<file path="src/rtl/reg_dump_if.sv">
// Register-dump stream bundle: the reader drives the regfile read address and the dump beat.
// Start/abort and dumpReady come from the debug consumer.
interface reg_dump_if;
    logic        start;
    logic        abort;
    logic [4:0]  regAddr;
    logic [31:0] regData;
    logic        dumpValid;
    logic        dumpReady;
    logic [4:0]  dumpIdx;
    logic [31:0] dumpData;
    logic        dumpLast;
    logic        dumpChk;
    logic        busy;
    logic        done;

    modport master (
        input  start, abort, regData, dumpReady,
        output regAddr, dumpValid, dumpIdx, dumpData, dumpLast, dumpChk, busy, done
    );

    modport slave (
        output start, abort, regData, dumpReady,
        input  regAddr, dumpValid, dumpIdx, dumpData, dumpLast, dumpChk, busy, done
    );
endinterface

</file>
<file path="src/rtl/reg_dump_reader.sv">
// Walks regfile entries FIRST_REG..LAST_REG onto a valid/ready stream; DUMP_CHECKSUM_EN adds an XOR beat.
// First beat valid two edges after start; one beat per 2 cycles; outputs hold while dumpReady is low.
module reg_dump_reader #(
    parameter int FIRST_REG = 0,
    parameter int LAST_REG  = 31
) (
    input  logic       clk,
    input  logic       rst,
    reg_dump_if.master bus
);
    localparam logic [4:0] FIRST_IDX = 5'(FIRST_REG);
    localparam logic [4:0] LAST_IDX  = 5'(LAST_REG);

`ifdef DUMP_CHECKSUM_EN
    typedef enum logic [2:0] {S_IDLE, S_FETCH, S_SEND, S_CHK, S_FIN} state_t;
    logic [31:0] acc_q;
    logic        chk_q;
`else
    typedef enum logic [2:0] {S_IDLE, S_FETCH, S_SEND, S_FIN} state_t;
`endif

    state_t      state_q;
    logic [4:0]  cnt_q;
    logic [4:0]  cnt_d;
    logic [4:0]  reg_addr_q;
    logic [4:0]  idx_q;
    logic [31:0] data_q;
    logic        vld_q;
    logic        last_q;
    logic        busy_q;
    logic        done_q;
    logic        hs;

    assign cnt_d = cnt_q + 5'd1;
    assign hs    = vld_q && bus.dumpReady;

    always_ff @(posedge clk or posedge rst) begin
        if (rst) begin
            state_q    <= S_IDLE;
            cnt_q      <= FIRST_IDX;
            reg_addr_q <= '0;
            idx_q      <= '0;
            data_q     <= '0;
            vld_q      <= 1'b0;
            last_q     <= 1'b0;
            busy_q     <= 1'b0;
            done_q     <= 1'b0;
`ifdef DUMP_CHECKSUM_EN
            acc_q      <= '0;
            chk_q      <= 1'b0;
`endif
        end else begin
            done_q <= 1'b0;
            // Abort beats any handshake in the same cycle.
            if (bus.abort && state_q != S_IDLE) begin
                state_q <= S_IDLE;
                vld_q   <= 1'b0;
                busy_q  <= 1'b0;
                cnt_q   <= FIRST_IDX;
            end else begin
                case (state_q)
                    S_IDLE: begin
                        if (bus.start && !bus.abort) begin
                            state_q    <= S_FETCH;
                            cnt_q      <= FIRST_IDX;
                            reg_addr_q <= FIRST_IDX;
                            busy_q     <= 1'b1;
`ifdef DUMP_CHECKSUM_EN
                            acc_q      <= '0;
`endif
                        end
                    end
                    S_FETCH: begin
                        data_q  <= bus.regData;
                        idx_q   <= cnt_q;
                        vld_q   <= 1'b1;
                        state_q <= S_SEND;
`ifdef DUMP_CHECKSUM_EN
                        last_q  <= 1'b0;
                        chk_q   <= 1'b0;
                        acc_q   <= acc_q ^ bus.regData;
`else
                        last_q  <= (cnt_q == LAST_IDX);
`endif
                    end
                    S_SEND: begin
                        if (hs) begin
                            if (cnt_q == LAST_IDX) begin
`ifdef DUMP_CHECKSUM_EN
                                state_q <= S_CHK;
                                data_q  <= acc_q;
                                idx_q   <= LAST_IDX;
                                chk_q   <= 1'b1;
                                last_q  <= 1'b1;
`else
                                state_q <= S_FIN;
                                vld_q   <= 1'b0;
                                done_q  <= 1'b1;
`endif
                            end else begin
                                state_q    <= S_FETCH;
                                vld_q      <= 1'b0;
                                cnt_q      <= cnt_d;
                                reg_addr_q <= cnt_d;
                            end
                        end
                    end
`ifdef DUMP_CHECKSUM_EN
                    S_CHK: begin
                        if (hs) begin
                            state_q <= S_FIN;
                            vld_q   <= 1'b0;
                            done_q  <= 1'b1;
                        end
                    end
`endif
                    S_FIN: begin
                        state_q <= S_IDLE;
                        busy_q  <= 1'b0;
                    end
                    default: state_q <= S_IDLE;
                endcase
            end
        end
    end

    assign bus.regAddr   = reg_addr_q;
    assign bus.dumpValid = vld_q;
    assign bus.dumpIdx   = idx_q;
    assign bus.dumpData  = data_q;
    assign bus.dumpLast  = last_q;
    assign bus.busy      = busy_q;
    assign bus.done      = done_q;
`ifdef DUMP_CHECKSUM_EN
    assign bus.dumpChk   = chk_q;
`else
    assign bus.dumpChk   = 1'b0;
`endif
endmodule

</file>
<file path="src/flat_wrapper.sv">
// flat-port wrapper written by rule: the top's interface ports become plain ports
module reg_dump_reader_flat 
#(
    parameter int FIRST_REG = 0,
    parameter int LAST_REG  = 31
)
  (clk, rst, bus_start, bus_abort, bus_regData, bus_dumpReady, bus_regAddr, bus_dumpValid, bus_dumpIdx, bus_dumpData, bus_dumpLast, bus_dumpChk, bus_busy, bus_done);
  reg_dump_if bus_i ();
  input  logic clk;
  input  logic rst;
  input wire logic [$bits(bus_i.start)-1:0] bus_start;
  input wire logic [$bits(bus_i.abort)-1:0] bus_abort;
  input wire logic [$bits(bus_i.regData)-1:0] bus_regData;
  input wire logic [$bits(bus_i.dumpReady)-1:0] bus_dumpReady;
  output wire logic [$bits(bus_i.regAddr)-1:0] bus_regAddr;
  output wire logic [$bits(bus_i.dumpValid)-1:0] bus_dumpValid;
  output wire logic [$bits(bus_i.dumpIdx)-1:0] bus_dumpIdx;
  output wire logic [$bits(bus_i.dumpData)-1:0] bus_dumpData;
  output wire logic [$bits(bus_i.dumpLast)-1:0] bus_dumpLast;
  output wire logic [$bits(bus_i.dumpChk)-1:0] bus_dumpChk;
  output wire logic [$bits(bus_i.busy)-1:0] bus_busy;
  output wire logic [$bits(bus_i.done)-1:0] bus_done;
  assign bus_i.start = bus_start;
  assign bus_i.abort = bus_abort;
  assign bus_i.regData = bus_regData;
  assign bus_i.dumpReady = bus_dumpReady;
  assign bus_regAddr = bus_i.regAddr;
  assign bus_dumpValid = bus_i.dumpValid;
  assign bus_dumpIdx = bus_i.dumpIdx;
  assign bus_dumpData = bus_i.dumpData;
  assign bus_dumpLast = bus_i.dumpLast;
  assign bus_dumpChk = bus_i.dumpChk;
  assign bus_busy = bus_i.busy;
  assign bus_done = bus_i.done;
  reg_dump_reader #(.FIRST_REG(FIRST_REG), .LAST_REG(LAST_REG)) u_core (.clk(clk), .rst(rst), .bus(bus_i));
endmodule
</file>
<file path="config.mk">
export PLATFORM = sky130hd
export DESIGN_NAME = reg_dump_reader_flat
export DESIGN_NICKNAME = d
export VERILOG_FILES = /design/src/rtl/reg_dump_if.sv /design/src/rtl/reg_dump_reader.sv /design/src/flat_wrapper.sv
export SDC_FILE = /design/constraint.sdc
export NUM_CORES = 1
export LEC_CHECK = 0
export CORE_MARGIN = 5
export CORE_UTILIZATION = 46
export CTS_BUF_LIST = sky130_fd_sc_hd__clkbuf_8
export DETAILED_ROUTE_END_ITERATION = 6
export PLACE_DENSITY_LB_ADDON = 0.05
export RECOVER_POWER = 50
export SLEW_MARGIN = 20
export SYNTH_ARGS = -nofsm -noshare
export SYNTH_HDL_FRONTEND = slang
export SYNTH_SLANG_ARGS = --single-unit
</file>
<file path="constraint.sdc">
create_clock -name clk -period 2.9 [get_ports clk]
set_input_delay 0.29 -clock clk [delete_from_list [all_inputs] [get_ports clk]]
set_output_delay 0.29 -clock clk [all_outputs]
set_load 0.01 [all_outputs]
</file>
== After elaboration in Yosys (flattened, before gate mapping) ==
Index checks and enable logic that the tools add are counted.

* Register bits: 54
* Bits of input ports: 37
* Output and inout port bits: 47
* Word-level logic and storage cells: 57

* Multiplexer cells: 20
* Bitwise logic cells: 1
* Add/sub/neg operators: 1
* Reductions and logical operators: 16
* Equal/unequal tests: 10

{| class="wikitable"
|+ Operators by type and width
! kind !! number
|-
| two-way mux 5 bit || 4
|-
| nonzero test 3 bit || 4
|-
| case mux 5 bit (2 select lines) || 1
|-
| two-way mux 3 bit || 3
|-
| case mux 3 bit (3 select lines) || 1
|-
| two-way mux 1 bit || 8
|-
| AND reduction 2 bit || 4
|-
| equality test 3 x 2 -> 1 bit, second input constant || 2
|-
| inequality test 3 x 1 -> 1 bit, second input constant || 2
|-
| adder 5 x 1 -> 5 bit, second input constant || 1
|-
| equality test 5 bit, second input constant || 1
|-
| AND reduction 5 bit || 1
|-
| inequality test 2 x 1 -> 1 bit, second input constant || 2
|-
| case mux 1 bit (2 select lines) || 2
|-
| AND reduction 4 bit || 1
|-
| equality test 3 x 1 -> 1 bit, second input constant || 1
|-
| logical AND 1 bit || 3
|-
| zero test 3 bit || 1
|-
| inequality test 3 x 2 -> 1 bit, second input constant || 1
|-
| two-way mux 2 bit || 1
|-
| inequality test 2 bit, second input constant || 1
|-
| nonzero test 2 bit || 1
|-
| zero test 1 bit || 1
|-
| inverter 1 bit || 1
|}

== Longest topological paths before layout ==
* Depth in word-level cells: 5
* Depth in mapped cells: 9

== Least setup slack after synthesis ==
OpenSTA, ideal clock, no wires.

* Path type: register -> register
* From: reg u_core.cnt_q[0]
* To: reg u_core.reg_addr_q[3], in the netlist u_core.bus.regAddr[3]
* Path buffers: 0
* Data arrival time: 1.957 ns
* Setup slack: 0.815 ns
* Period minus slack after synthesis: 2.085 ns
* Cell stages (with the launch flop): 8
* Path through: dfrtp_1 -> ha_1 -> and3_1 -> ha_1 -> and2_1 -> a2111oi_2 -> nand2_1 -> mux2_1

* Cells in the longest elaborated chain, start to end: 4
* Elaborated cells on any way between the ends: 7
* Those cells by class: add/sub: 1; eq/ne: 2; mux: 3; reduce/logical: 1

{| class="wikitable"
|+ RTL lines
! element !! line !! text
|-
| start: declaration || reg_dump_reader.sv:23 || <nowiki>logic [4:0] cnt_q;</nowiki>
|-
| start signal: assignment || reg_dump_reader.sv:103 || <nowiki>cnt_q <= cnt_d;</nowiki>
|-
| adder 5 x 1 -> 5 bit || reg_dump_reader.sv:34 || <nowiki>assign cnt_d = cnt_q + 5'd1;</nowiki>
|-
| two-way mux 5 bit || reg_dump_reader.sv:88 || <nowiki>if (cnt_q == LAST_IDX) begin</nowiki>
|-
| two-way mux 5 bit || reg_dump_reader.sv:87 || <nowiki>if (hs) begin</nowiki>
|-
| case mux 5 bit (2 select lines) || reg_dump_reader.sv:61 || <nowiki>case (state_q)</nowiki>
|-
| end signal: assignment || reg_dump_reader.sv:104 || <nowiki>reg_addr_q <= cnt_d;</nowiki>
|-
| end: declaration || reg_dump_reader.sv:25 || <nowiki>logic [4:0] reg_addr_q;</nowiki>
|}

Several ways; a longest one is shown, not always the timed one. The select of a mux whose other input is x is not followed.
A chain may end at the register's enable or synchronous reset.

== Worst setup path in the final report ==
Same ends and word-level chain as after synthesis.

==> results.toml <==
[placed_design]
io_buffers = 82
place_ws_ps = 526.1
gp_routability_congestion = 0.8349
post-dp-hpwl_um = 3567
dpl_cell_area_um2 = 3237

[clock_tree]
cts_hold_buffers = 0
clock-root-buffer = "clkbuf_8"
cts_sinks = 53
clk_path_buf_depth = 2
cts_buffers = 5
post_cts_buffers = 0
htree_levels = 2
clk_latency_ps = 290
clkTransAtPathRegs_ps = 90
ctsResizeCount = 0
tritoncts = "done"

[global_route]
grt_pass1_wl_um = 7617
track_usage_pct = 14.76
grt_pass1_vias = 1599
met1_usage_pct = 19.65
use_met3_pct = 4.934
grtUsageMet2_pct = 23.10
gr-total-overflow = 0
busiest_layer = "met2"
grt_max_degree = 54
antenna_found_initial = 0

[sta]
rsz0062_at_grt = "no"
fin_setup_tns_ps = 0
fmax_ghz = 0.4208
worst_slack_ps = 523.3
setup_viol = 0
slew_headroom_pct = 16.00
finalHoldViolations = 0
timing.hold.ws_ps = 492.3
slew_viol_final = 0
period_share_pct = 81.96
worst_slew_pin_slew_ps = 1260
fin_skew_ps = 4.641
period_minus_slack_ps = 2377

[synthesis]
synth_area_um2 = 2374
syn_nets = 221
async_reset_ff_share_pct = 100.0
ys_ff_latch = 53
avgSynthCellArea_um2 = 13.33
yosysWarnings = 0
synth.distinct_cells = 43
synth_edf_count = 0
synthFlopType = "dfrtp_1"
netlist_instances = 178
synth-seq-area-share_pct = 55.88

[cells_and_area]
postLayoutCellArea_um2 = 3318
areaGrowthSynthToFinish_pct = 39.80
multi_input_area_um2 = 968.4
drive_gt1_share_pct = 21.07
nFillCells = 437
nets = 303
seqCellArea_um2 = 1326
antenna_cells = 0

[die]
row_count = 26
fp.dieH_um = 81.83
die_area_um2 = 6696
die_x_um = 81.83
core_um2 = 5075
ios = 84
start_util_pct = 46.77

[worst_setup_path]
path_max_fanout = 12
crit_arrival_ps = 2560
endpoint_kind = "flop"
cp_slowest_stage_delay_ps = 470
worstSetupStartpointType = "flop"
worstRegToRegCells = 7
crit_type = "flop to flop"
crit_path_frequent_cell = "ha_1"
slowest_stage = "dfrtp_1"
cp_cell_sequence = "ha_1, and3_1, ha_1, and2_1, a2111oi_2, nand2_1, mux2_1"
worstPathRequired_ps = 3090

[job]
maxCapViolCount = 0

[pwr]
total_leakage_power_nw = 1.444
power.density_nw_per_um2 = 899.0
irDropWorstVdd_v = 0.0005205

[hold_path]
min_path_cells = 2
hp-class = "flop to flop"

[detailed_routing]
drtAntennaViolNets = 0
routed_wl_um = 4791
first_iter_violations = 57
vias = 1645
drtPass1Iterations = 4
post_drt_wl_per_cell_um = 14.47
drc = 0
via_per_inst = 4.970

[outcome]
status = "finished, final reports clean"
[through the flow]
step,power [W],cells,util (%)
floorplan,0.002011,178,-
detailed placement,0.002691,323,63.78
finish,0.002983,331,65.38
CTS,0.003092,331,65.43
global placement,0.002669,323,63.78
global route,0.003193,331,65.38
[cell usage after synthesis (2+ instances only)]
cell type | number | share of area (%)
dfrtp_1 | 53 | 56
a21oi_1 | 4 | 0.84
nor3_1 | 2 | 0.42
ha_1 | 6 | 3.2
and3_1 | 3 | 0.79
a221o_1 | 2 | 0.84
nand2b_1 | 3 | 0.79
nand2_1 | 12 | 1.9
mux2_2 | 37 | 18
and2_1 | 2 | 0.53
a22o_2 | 2 | 0.84
buf_4 | 2 | 0.63
o21ai_0 | 3 | 0.63
a22o_1 | 2 | 0.74
o31ai_1 | 3 | 0.95
inv_1 | 5 | 0.79
clkbuf_1 | 2 | 0.32
buf_6 | 2 | 0.95
mux2i_1 | 2 | 0.84
nand3_1 | 2 | 0.42
nor2_1 | 5 | 0.79
buf_2 | 3 | 0.63
[layout make-up]
type	count	area share, %
inverter	5	0.5656
sequential	53	39.97
multi-input combinational	111	29.19
timing repair buffer	84	25.11
tap	70	2.640
clock inverter	3	0.4525
clock buffer	5	2.074
[sequential cells by signal, indices dropped and copies added, names as in the netlist]
register	flops
u_core.bus.dumpLast	1
u_core.bus.done	1
u_core.bus.dumpIdx	5
u_core.state_q	2
u_core.bus.dumpValid	1
u_core.cnt_q	5
u_core.bus.dumpData	32
u_core.bus.regAddr	5
u_core.bus.busy	1
[power by group]
| group | internal [W] | switching, W |
|---|---|---|
| sequential | 0.00102 | 0.000140 |
| clock | 0.000165 | 0.000234 |
| combinational | 0.000826 | 0.000603 |
[layout by cell type (no fill, tap or decap), drive strengths merged, types with 2 or more instances in the layout]
cell type	Yosys	routed
dfrtp	53	53
clkdlybuf4s50	0	58
and2	2	2
inv	5	6
nor2b	2	2
and3	3	3
mux2i	2	2
a21oi	4	4
nor4	2	2
o31ai	3	3
mux2	38	38
dlygate4sd3	0	24
a221o	2	2
a22o	4	4
nand2	12	12
clkbuf	2	6
nand3	2	2
nand2b	4	4
nor2	5	5
nor3	2	2
o21ai	3	3
ha	6	6
[routing by layer]
layer / vias up / routed length, µm / part of all wire (%)
li1: 802 / - / -
met1: 786 / 2172 / 45
met2: 53 / 2154 / 45
met3: 4 / 418 / 8.7
met4: 0 / 46 / 0.96
met5: - / 0 / 0
[path summary, 6_finish.rpt]
kind | end | startpoint | slack, ps
worst min-delay path | u_core.bus.dumpLast | u_core.bus.dumpLast | 490
worst max register to register | u_core.bus.regAddr[3] | u_core.cnt_q[0] | 520
max in group asynchronous | u_core.bus.dumpIdx[4] | rst | 1300
min in group asynchronous | u_core.bus.dumpData[21] | rst | 830
worst min register to register | u_core.bus.dumpLast | u_core.bus.dumpLast | 490
worst max-delay path | u_core.bus.regAddr[3] | u_core.cnt_q[0] | 520
[logic make-up (layout without fill, tap and decap cells)]
logic type	count (synthesis)	in the layout	share of synthesized area [%]
simple gates	37	37	9.067
xor+xnor	1	1	0.3691
buf+inv	14	97	3.321
flops	53	53	55.88
compound gates	26	26	9.173
fa+ha+maj	6	6	3.163
other cells	1	1	0.1580
mux	40	40	18.87
[critical path, delay by kind of cell, from the launching register on]
kind | cells | cell delay (ps)
AOI/OAI and AO/OA | 1 | 360
adders and majority gates | 2 | 590
DFF | 1 | 470
muxes | 1 | 310
and+or+nand+nor | 3 | 540
Power figures use the tool's default switching activity.
==> edit 1, RTL diff (same flow settings) <==
`FIRST_REG` is set to 0 in 2 places; all go to 1.
--- a/src/rtl/reg_dump_reader.sv
+++ b/src/rtl/reg_dump_reader.sv
@@ -3,3 +3,3 @@
 module reg_dump_reader #(
-    parameter int FIRST_REG = 0,
+    parameter int FIRST_REG = 1,
     parameter int LAST_REG  = 31
--- a/src/flat_wrapper.sv
+++ b/src/flat_wrapper.sv
@@ -3,3 +3,3 @@
 #(
-    parameter int FIRST_REG = 0,
+    parameter int FIRST_REG = 1,
     parameter int LAST_REG  = 31
Function: changed (Yosys sat finds a counterexample within 4 cycles, from zero or initial values and one cycle with rst high).
==> edit 1 against the unedited design <==
Final area down 2.1%; largest cell class unchanged; critical path depth unchanged; final cell count down 3.3%; largest power group unchanged; critical endpoint unchanged; setup slack worse by 27 ps; power up 7.7%; routed wire length down 1.1%; area after synthesis down 5.2%; sequential cell count unchanged.
==> edit 1: results (changes against the unedited design) <==
| Metric | Value |
|---|---|
| Result of the run | finished clean (unchanged) |
| First DRT Iteration DRCs | 45 (was 57) |
| M1 WL | 2.18 mm (was 2.17 mm) |
| Commonest cells in the synthesized netlist | sky130_fd_sc_hd__dfrtp_1 (52), sky130_fd_sc_hd__mux2_2 (38), sky130_fd_sc_hd__nand2_1 (9), sky130_fd_sc_hd__o21ai_0 (9), sky130_fd_sc_hd__ha_1 (6) (was sky130_fd_sc_hd__dfrtp_1 (53), sky130_fd_sc_hd__mux2_2 (37), sky130_fd_sc_hd__nand2_1 (12)) |
| Cell with the largest stage delay on the worst path | sky130_fd_sc_hd__dfstp_2 (was sky130_fd_sc_hd__dfrtp_1) |
| Arrival time of data at the critical path endpoint | 2590 ps (was 2560 ps) |
| First-pass GRT wire length | 7.77 mm (was 7.62 mm) |
| Post-synthesis sequential area ratio | 0.590 (was 0.559) |
| Startpoint of the most critical setup path | u_core.cnt_q[0] (unchanged) |
| Cell leakage power | 1.42 nW (was 1.44 nW) |
| Worst-case setup slack after placement | 553 ps (was 526 ps) |
| Min-Delay Endpoint | u_core.bus.dumpData[12] (was u_core.bus.dumpLast) |
| Final HPWL from detailed placement | 3.33 mm (was 3.57 mm) |
| Met3 wire length | 372 um (was 418 um) |
| Wirelength, routed | 4.74 mm (was 4.79 mm) |
| PD cells | 989 mW/mm^2 (was 899 mW/mm^2) |
| Cell area after placement | 0.00313 sq mm (was 0.00324 sq mm) |
| CP max stage delay | 580 ps (was 470 ps) |
| Global Route met1 Usage | 0.216 (was 0.196) |
| Placed cell count | 312 (was 323) |
| Worst-case vdd ir drop | 581 uV (was 521 uV) |
| Final Wtd Congestion | 0.864 (was 0.835) |
| Net Count, Synth | 212 (was 221) |
| Kind of cell with the highest combined delay on the critical path | simple AND/OR/NAND/NOR gates (was adder cells) |
| Worst slew slack as a fraction of its limit | 0.154 (was 0.160) |
| Met3 demand-to-capacity share in global routing | 0.0530 (was 0.0493) |
| Hold depth | 1 (was 2) |
| Reg2reg setup slack | 500 ps (was 520 ps) |
| Total of fill cells in the finished design | 364 (was 437) |
| Mean cell area of the mapped netlist | 13.3 sq um (about the same) |
| Synth top area cells | sky130_fd_sc_hd__dfrtp_1 (58%), sky130_fd_sc_hd__mux2_2 (19%), sky130_fd_sc_hd__ha_1 (3.3%) (was sky130_fd_sc_hd__dfrtp_1 (56%), sky130_fd_sc_hd__mux2_2 (18%), sky130_fd_sc_hd__ha_1 (3.2%)) |
| Fraction of final layout cells sized beyond drive strength 1 | 0.209 (was 0.211) |
## edit 1: cell count changes after synthesis, moves of 3 or more
| cell | before | now |
|---|---|---|
| sky130_fd_sc_hd__or3_1 | 0 | 4 |
| sky130_fd_sc_hd__mux2_4 | 0 | 3 |
| sky130_fd_sc_hd__nand2b_1 | 3 | 0 |
| sky130_fd_sc_hd__o21ai_0 | 3 | 9 |
| sky130_fd_sc_hd__nand2_1 | 12 | 9 |
## edit 1: where the power goes
| group | internal, mW | switching [mW] | leakage (nW) |
|---|---|---|---|
| Combinational | 0.860 | 0.654 | 0.705 |
| Sequential | 1.04 | 0.150 | 0.651 |
| Clock | 0.278 | 0.228 | 0.0626 |
## edit 1: cells by family after synthesis
family	after synthesis	share of synthesized area
AOI/OAI and AO/OA	26	0.0700
muxes	41	0.210
other	1	0.00167
and+or+nand+nor	26	0.0595
adders and majority gates	6	0.0334
buffers and inverters	14	0.0278
xor gates and xnor gates	2	0.00778
DFF	53	0.590
## edit 1: layout make-up
type                            instances  area share
Clock buffer                            6      0.0254
Inverter                                5     0.00578
Sequential cell                        53       0.409
Multi-Input combinational cell        102       0.265
Timing Repair Buffer                   85       0.259
Clock inverter                          2      0.0104
Tap cell                               67      0.0258
## edit 1: worst max-delay path by stage
stage                            end  slack [ps]  depth (start not counted)
2_1_floorplan  u_core.bus.regAddr[0]         790                          8
3_3_place_gp   u_core.bus.regAddr[2]         640                          7
3_5_place_dp   u_core.bus.regAddr[2]         550                          7
4_1_cts        u_core.bus.regAddr[3]         530                          7
5_1_grt        u_core.bus.regAddr[3]         380                          7
6_report       u_core.bus.regAddr[3]         500                          7
==> edit 2, RTL diff (same settings) <==
Without the edit above. Reset style: synchronous (`rst`), changed in one clocked block.
--- a/src/rtl/reg_dump_reader.sv
+++ b/src/rtl/reg_dump_reader.sv
@@ -36,3 +36,3 @@
 
-    always_ff @(posedge clk or posedge rst) begin
+    always_ff @(posedge clk) begin
         if (rst) begin
Check against the original RTL: differs if rst is asserted again (counterexample within 4 cycles, from zero or initial values and one cycle with rst high); with rst held inactive, the same outputs for 10 cycles.
==> edit 2 against the unedited design <==
Setup slack improved by 350 ps; final area decreased by 9.2%; clock skew increased by 1.7 ps; sequential cell count unchanged; routed wire length increased by 7.8%; area after synthesis decreased by 9.4%.
Power is not compared: it rests on default switching activity, and its combinational part moved more than twofold at a synthesized area within 25%.
==> edit 2: results (changes against the unedited design) <==
| Metric | Value |
|---|---|
| Switching fraction of total power | 0.236 |
| Terminus of the critical flop-to-flop path | u_core.bus.regAddr[0] (was u_core.bus.regAddr[3]) |
| Wirelength, routed | 5.16 mm (was 4.79 mm) |
| Transition time of the tightest slew-check pin | 538 ps (was 1260 ps) |
| Cell leakage power | about 1.2 nW |
| Worst setup path endpoint | u_core.bus.regAddr[0] (was u_core.bus.regAddr[3]) |
| Global Route met1 Usage | 0.224 (was 0.196) |
| Start of the worst register-to-register path | u_core.cnt_q[0] (unchanged) |
| Final worst hold slack | 386 ps (was 492 ps) |
| Reg2reg setup slack | 870 ps (was 520 ps) |
| Result of the run | finished clean (unchanged) |
| Fraction of final layout cells sized beyond drive strength 1 | 0.0736 (was 0.211) |
| Maximum clock skew at final layout | 6.30 ps (was 4.64 ps) |
| FF-to-FF path depth | 7 (unchanged) |
| Number of global-route vias before repair | 1766 (was 1599) |
| Distinct cell type count after synthesis | 37 (was 43) |
| Pin count of the biggest net entering global routing | 49 (was 54) |
| Maximum clock frequency | 0.492 GHz (was 0.421 GHz) |
| First DRT Iteration DRCs | 77 (was 57) |
| Met2 demand-to-capacity share in global routing | 0.289 (was 0.231) |
| Final HPWL from detailed placement | 3.50 mm (was 3.57 mm) |
| Vias | 1886 (was 1645) |
| Worst-case setup slack after placement | 908 ps (was 526 ps) |
| Vias per cell | 4.99 (was 4.97) |
| Synthesized instance count | 251 (was 178) |
| Met3 demand-to-capacity share in global routing | 0.0526 (was 0.0493) |
| Cell area after placement | 0.00293 sq mm (was 0.00324 sq mm) |
| Share of synthesized registers carrying an async set or reset | 0 (was 1.00) |
| Maximum fanout along the worst path | 7 (was 12) |
| Final Wtd Congestion | 0.817 (was 0.835) |
| Synth top area cells | sky130_fd_sc_hd__dfxtp_1 (49%), sky130_fd_sc_hd__nand2_1 (14%), sky130_fd_sc_hd__a21oi_1 (8.8%) (was sky130_fd_sc_hd__dfrtp_1 (56%), sky130_fd_sc_hd__mux2_2 (18%), sky130_fd_sc_hd__ha_1 (3.2%)) |
| Post-synthesis sequential area ratio | 0.494 (was 0.559) |
| Net Count, Synth | 290 (was 221) |
| Classification of the worst-slack hold path | input port to flip-flop (was flip-flop to flip-flop) |
| Clock-pin transition on the worst setup and hold timing paths | 90 ps (about the same) |
| Aggregate global-route resource usage | 0.173 (was 0.148) |
| First-pass GRT wire length | 8.65 mm (was 7.62 mm) |
| Number of nets in the layout | 364 (was 303) |
| Placed cell count | 370 (was 323) |
| Commonest cells in the synthesized netlist | sky130_fd_sc_hd__nand2_1 (83), sky130_fd_sc_hd__dfxtp_1 (53), sky130_fd_sc_hd__a21oi_1 (38) (was sky130_fd_sc_hd__dfrtp_1 (53), sky130_fd_sc_hd__mux2_2 (37), sky130_fd_sc_hd__nand2_1 (12)) |
| Arrival time of data at the critical path endpoint | 2210 ps (was 2560 ps) |
| H-Tree Depth | 2 (unchanged) |
[edit 2: worst max-delay path, cell delays in order (launching register included)]
cell and delay, ps:
sky130_fd_sc_hd__dfxtp_1 370, sky130_fd_sc_hd__ha_1 270, sky130_fd_sc_hd__and3_1 200, sky130_fd_sc_hd__ha_1 220, sky130_fd_sc_hd__and3b_1 300, sky130_fd_sc_hd__o221a_2 280
sky130_fd_sc_hd__mux2i_1 200, sky130_fd_sc_hd__nor2_1 50
[edit 2: area by class of cell]
type | instances | area, sq um
fillers | 392 | 1430
flip-flops and latches | 53 | 1060
well taps | 52 | 65.1
multi-input cells | 180 | 970
clock buffers | 5 | 68.8
repair buffers | 84 | 831
inverters | 1 | 3.75
clock inverters | 3 | 15.0
[edit 2: worst min-delay path by stage]
stage / start / endpoint / cells after the start
floorplan: bus_dumpReady / u_core.bus.dumpValid / 1
global placement: u_core.bus.dumpData[7] / u_core.bus.dumpData[7] / 2
detailed placement: u_core.bus.dumpLast / u_core.bus.dumpLast / 2
CTS: rst / u_core.cnt_q[3] / 3
global route: rst / u_core.cnt_q[3] / 3
finish: rst / u_core.cnt_q[2] / 3
[edit 2: kinds of logic (layout without fill, tap and decap cells)]
family / after synthesis / count (layout) / share of synthesized area
AND/OR/NAND/NOR: 114 / 114 / 0.256
XOR/XNOR: 2 / 2 / 0.00815
flip-flops: 53 / 53 / 0.494
multiplexers: 3 / 3 / 0.0146
other: 1 / 1 / 0.00174
buffers and inverters: 18 / 93 / 0.0547
AO/OA/AOI/OAI: 58 / 58 / 0.159
adder cells (fa/ha/maj): 2 / 2 / 0.0116
[edit 2: per-layer routing]
layer	wire, um	vias up
met1	2400	839
met2	2360	63
li1	-	979
met4	37	0
met5	0	-
met3	358	5
[edit 2: power by group through the flow]
stage	Sequential, mW	Combinational (mW)	Clock (mW)
detailed placement	0.766	0.137	0
global route	0.751	0.144	0.444
floorplan	0.769	0.0564	0
CTS	0.749	0.139	0.412
global placement	0.766	0.136	0
finish	0.748	0.133	0.399
